File: src/rtl/operand_sel_pipe.sv
// operand_sel_pipe: registered N-way operand selector with valid/ready handshake and transfer counter
// Ports:
//   clk, rst                 rising-edge clock, asynchronous active-high reset
//   in_data[N_IN*WIDTH]      packed inputs, input k at [k*WIDTH +: WIDTH]
//   in_sel, in_valid         select code and upstream valid, sampled together
//   in_ready                 stage can accept this cycle
//   out_data, out_sel        registered operand and the select code it came from
//   out_valid, out_ready     output handshake
//   xfer_cnt                 wrapping count of delivered operands
//   sel_err                  sticky out-of-range select flag (only with OPERAND_SEL_ERR_EN)
module operand_sel_pipe #(
    parameter int WIDTH = 8,
    parameter int N_IN  = 4,
    parameter int SEL_W = 2,
    parameter int CNT_W = 8
) (
    input  logic                  clk,
    input  logic                  rst,
    input  logic [N_IN*WIDTH-1:0] in_data,
    input  logic [SEL_W-1:0]      in_sel,
    input  logic                  in_valid,
    output logic                  in_ready,
    output logic [WIDTH-1:0]      out_data,
    output logic [SEL_W-1:0]      out_sel,
    output logic                  out_valid,
    input  logic                  out_ready,
    output logic [CNT_W-1:0]      xfer_cnt
`ifdef OPERAND_SEL_ERR_EN
    ,
    output logic                  sel_err
`endif
);
    generate
        if (N_IN < 2 || N_IN > 16) begin : g_bad_n_in
            $error("operand_sel_pipe: N_IN must be in 2..16");
        end
        if ((1 << SEL_W) < N_IN) begin : g_bad_sel_w
            $error("operand_sel_pipe: SEL_W too narrow for N_IN");
        end
    endgenerate
    logic [WIDTH-1:0] sel_data;
    logic             sel_hit;
    logic             accept;
    logic             deliver;
    always_comb begin
        sel_data = '0;
        sel_hit  = 1'b0;
        for (int k = 0; k < N_IN; k++) begin
            if (in_sel == SEL_W'(k)) begin
                sel_data = in_data[k*WIDTH +: WIDTH];
                sel_hit  = 1'b1;
            end
        end
    end
    assign in_ready = !out_valid || out_ready;
    assign accept   = in_valid && in_ready;
    assign deliver  = out_valid && out_ready;
    always_ff @(posedge clk or posedge rst) begin
        if (rst) begin
            out_data  <= '0;
            out_sel   <= '0;
            out_valid <= 1'b0;
            xfer_cnt  <= '0;
        end else begin
            if (accept) begin
                out_data <= sel_hit ? sel_data : '0;
                out_sel  <= in_sel;
            end
            out_valid <= accept ? 1'b1 : (deliver ? 1'b0 : out_valid);
            if (deliver)
                xfer_cnt <= xfer_cnt + CNT_W'(1);
        end
    end
`ifdef OPERAND_SEL_ERR_EN
    always_ff @(posedge clk or posedge rst) begin
        if (rst)
            sel_err <= 1'b0;
        else if (accept && !sel_hit)
            sel_err <= 1'b1;
    end
`else
    // out-of-range selects are zeroed silently, no error state kept
`endif
endmodule

File: config.mk
export PLATFORM = sky130hd
export DESIGN_NAME = operand_sel_pipe
export DESIGN_NICKNAME = d
export VERILOG_FILES = /design/src/rtl/operand_sel_pipe.sv
export SDC_FILE = /design/constraint.sdc
export NUM_CORES = 1
export LEC_CHECK = 0
export BUFFER_PORTS_ARGS = -buffer_cell sky130_fd_sc_hd__buf_4
export CORE_ASPECT_RATIO = 0.8
export CORE_MARGIN = 2
export CORE_UTILIZATION = 45
export DETAILED_ROUTE_END_ITERATION = 10
export PLACE_DENSITY = 0.83
export SYNTH_ARGS = -nofsm -noshare
export SYNTH_HDL_FRONTEND = slang
export SYNTH_SLANG_ARGS = --single-unit
File: constraint.sdc
create_clock -name clk -period 1.57 [get_ports clk]
set_input_delay 0.0785 -clock clk [delete_from_list [all_inputs] [get_ports clk]]
set_output_delay 0.0785 -clock clk [all_outputs]
set_load 0.02 [all_outputs]
# Yosys cells after proc, flatten, opt, wreduce, memory -nomap -nowiden
# Index checks and enable logic that the tools add are counted.
[classes] addsub=1 n_reduce_logical=6 muxes=11 eq_ne=3
[op_table] operator="$mux 8" count=5
[op_table] operator="$add 8x1->8 const B" count=1
[op_table] operator="$mux 1" count=6
[op_table] operator="$eq 2x2->1 const B" count=2
[op_table] operator="$eq 2x1->1 const B" count=1
[op_table] operator="$logic_and 1x1->1" count=2
[op_table] operator="$logic_not 2->1" count=1
[op_table] operator="$reduce_bool 2->1" count=1
[op_table] operator="$logic_not 1->1" count=1
[op_table] operator="$logic_or 1x1->1" count=1
[totals] out_inout_bits=20 in_bits=38 elab_cells=25 regBits=19

# Depth between registers and ports, before layout
[logic_depth] ltp_word=6 depth_mapped=4 depth_no_buf=4

# Worst setup path after synthesis
# OpenSTA, ideal clock, no wires.
[synth_timing] path_type="reg2reg" start="register out_valid" end="register out_data[0]" period_less_slack_ns=1.416 setup_time_ns=0.125 path_buffers=0 stages_incl_launch_ff=4 t_required_ns=1.445 arrival_time_ns=1.291 setup_slack_ns=0.154 path_cell_list="dfrtp_1 -> nand2b_1 -> nand2_2 -> mux2_2"
[synth_via] elab_chain_cells=3
[synth_lines] element="from (decl)" line_no="25" rtl="output logic out_valid,"
[synth_lines] element="from (signal assigned)" line_no="69" rtl="out_valid <= accept ? 1'b1 : (deliver ? 1'b0 : out_valid);"
[synth_lines] element="$logic_not 1->1" line_no="55" rtl="assign in_ready = !out_valid || out_ready;"
[synth_lines] element="$logic_or 1x1->1" line_no="55"
[synth_lines] element="named net in_ready" line_no="22" rtl="output logic in_ready,"
[synth_lines] element="$logic_and 1x1->1" line_no="56" rtl="assign accept = in_valid && in_ready;"
[synth_lines] element="to (signal assigned)" line_no="66" rtl="out_data <= sel_hit ? sel_data : '0;"
[synth_lines] element="to (decl)" line_no="23" rtl="output logic [WIDTH-1:0] out_data,"
# The timed path passes the listed nets, and every way through them passes these cells.
# A chain may end at the register's enable or synchronous reset.

# Worst setup path in the final report
[layout_timing] start="register out_valid" end="register out_data[7]"
[layout_via] elab_chain_cells=3
[layout_lines] element="$logic_not 1->1" line_no="55"
[layout_lines] element="$logic_or 1x1->1" line_no="55"
[layout_lines] element="$logic_and 1x1->1" line_no="56"
# Every way passes these cells.

==> results.txt <==
status = complete, no violations
1st-iter DRT viols = 13
Seq/Total Area, Yosys = 0.5013
Post-synth EDFFs = 0
die height = 45.06 microns
# diodes = 0
total power = 1653 uW
initial antenna violation count = 0
worst hold path class = in -> reg
Fin. Hold Viols = 0
routed vias/inst = 5.000
Yosys top cell area share = 0.5013
unrepaired setup endpoints after global routing = no
Layout area overhead = 51.58%
Max Cap Violations = 0
post-route insts no fill = 150
largest net degree at the start of global routing = 20
main area contributors after synthesis = dfrtp_1, mux4_2, mux2_2, xor2_1, nand2_1
Starting Density = 0.4922
Final Setup Violations = 0
fin area = 0.001438 sq mm
IO Port Bufs = 57
class of the most critical setup path = reg -> reg
Post-synth ARST share = 1.000
GP Congestion = 0.8522
Routed Antenna Nets = 0
Crit path arrival time = 1450 ps
Top FF cell, synth = dfrtp_1
power share of the clock group = 0.146
Max Buffers Root-to-Sink = 2
1st-pass router iterations = 2
drt total wl = 2162 microns
setup TNS = 0 ps
root buffer cell = clkbuf_4
fmax = 793.2 MHz
GRT Total Usage = 0.1829
# IOs = 58
final worst-path cycle share = 0.8030
clock latency on the worst-skew pair = 300 ps
Synth cell types = 16
Internal = 1064 uW
DP Wirelength = 1765 microns
power per cell area = 1150 mW/mm^2
most frequent cells after synthesis = dfrtp_1, mux2_2, mux4_2
die area = 0.002493 sq mm
Die X = 55.33 microns
fill count = 145
Placed Instances = 144
max-slew violations = 0
clk slew on worst S/H paths = 100 ps
DRC = 0
core box area = 0.001927 sq mm
most frequent cell after synthesis = dfrtp_1
post-synth design cell area = 948.4 sq um
Syn Inst Count = 65
vias in the first global route = 799
number of buffers created by CTS = 3
row count = 14
layout cells sized above 1 = 0.6349
total number of vias = 750
Worst Setup End Kind = flop
Gate power share = 0.412
syn_nets = 104
leakage = 0.0007040 uW
critical path required time = 1760 ps
Mean Syn Cell Area = 14.59 sq um
Worst slew margin = 0.5427
Max Clock Skew = 6.919 ps
Critical Path Start Type = flop
post-synthesis register bit count = 19
drt wl/cell = 14.41 microns
worst vdd ir = 0.0009279 V
placed cell area = 0.001391 sq mm
CP max FO = 10
sequential fraction of design power = 0.442
first-pass GRT wire length = 3346 microns
Congestion Overflow GR = 0
Synth Warn # = 0
Sw Pwr = 588.9 uW
Worst-Margin Slew = 685.2 ps
Yosys top cell by area = dfrtp_1
clock sink total = 19
Final min period = 1261 ps
Layout Nets = 166
H-tree depth = 1
switching share of power = 0.3563
CTS tree = done
==> kinds of logic after synthesis <==
kind of cell / Yosys count / synth area share
mux: 19 / 0.3206
fa+ha+maj: 1 / 0.01319
xor+xnor: 7 / 0.06465
simple gates: 16 / 0.08048
buf+inv: 3 / 0.01978
flops: 19 / 0.5013
==> worst max-delay path, stage by stage, from the launching register on <==
cell      delay (ps)
dfrtp_1          420
nand2b_1         120
nand2_2          240
mux2_2           370
==> metal layers <==
layer / share of wire / GRT usage / vias to the layer above / routed length (microns)
li1: - / - / 360 / -
met1: 0.39 / 0.1908 / 359 / 846
met3: 0.068 / 0.06304 / 2 / 146
met4: 0.0088 / 0.07317 / 0 / 19
met2: 0.53 / 0.3476 / 29 / 1151
met5: 0 / 0 / - / 0
==> power by group through the flow <==
stage,combinational (uW),sequential [uW],clock [uW]
global placement,676,727,0
floorplan,223,871,0
global route,725,749,280
CTS,689,730,249
finish,681,731,241
detailed placement,684,740,0
==> state kept, by name (all words and copies together), names as in the netlist <==
signal     flops
out_data       8
out_sel        2
out_valid      1
xfer_cnt       8
==> metrics by stage <==
step | worst slack [ps] | hold slack [ps] | util
after floorplan | 154.1 | 29.63 | -
after global placement | 342.8 | 241.3 | 0.7221
after detailed placement | 329.0 | 226.5 | 0.7221
after CTS | 311.6 | 122.6 | 0.7461
after global routing | 208.3 | 127.3 | 0.7461
final | 309.3 | 128.5 | 0.7461
==> worst paths after layout <==
kind | from | to | slack, ps | depth (start not counted)
min in group asynchronous | rst | xfer_cnt[4] | 440 | 3
min | in_sel[1] | out_sel[1] | 130 | 2
min reg2reg | xfer_cnt[7] | xfer_cnt[7] | 470 | 1
max in group asynchronous | rst | xfer_cnt[5] | 700 | 3
max | out_valid | out_data[7] | 310 | 3
max reg2reg | out_valid | out_data[7] | 310 | 3
==> cell usage in the layout, fill, tap and decap left out, drive strengths merged <==
master       count
buf             57
clkbuf           4
dfrtp           19
dlygate4sd3      2
ha               1
inv              1
mux2            11
mux4             8
nand2            6
nand2b           2
nand3            3
nor2             2
nor3             2
nor4             1
xnor2            2
xor2             5
==> what timing repair did <==
| action | in CTS | in global routing |
|---|---|---|
| hold buffers | 2 | 0 |
| hold endpoints to repair | 20 | 0 |
| setup buffers | 0 | 0 |
| resized for setup | 0 | 0 |
==> area by class of cell <==
class / instances / area [sq um] / share of cell area
tap: 24 / 30.03 / 0.02089
inverter: 1 / 3.754 / 0.002611
multi-input combinational: 43 / 454.2 / 0.3159
timing repair buffer: 59 / 447.9 / 0.3116
clock buffer: 4 / 26.28 / 0.01828
sequential: 19 / 475.5 / 0.3307
(Power assumes the default switching activity.)
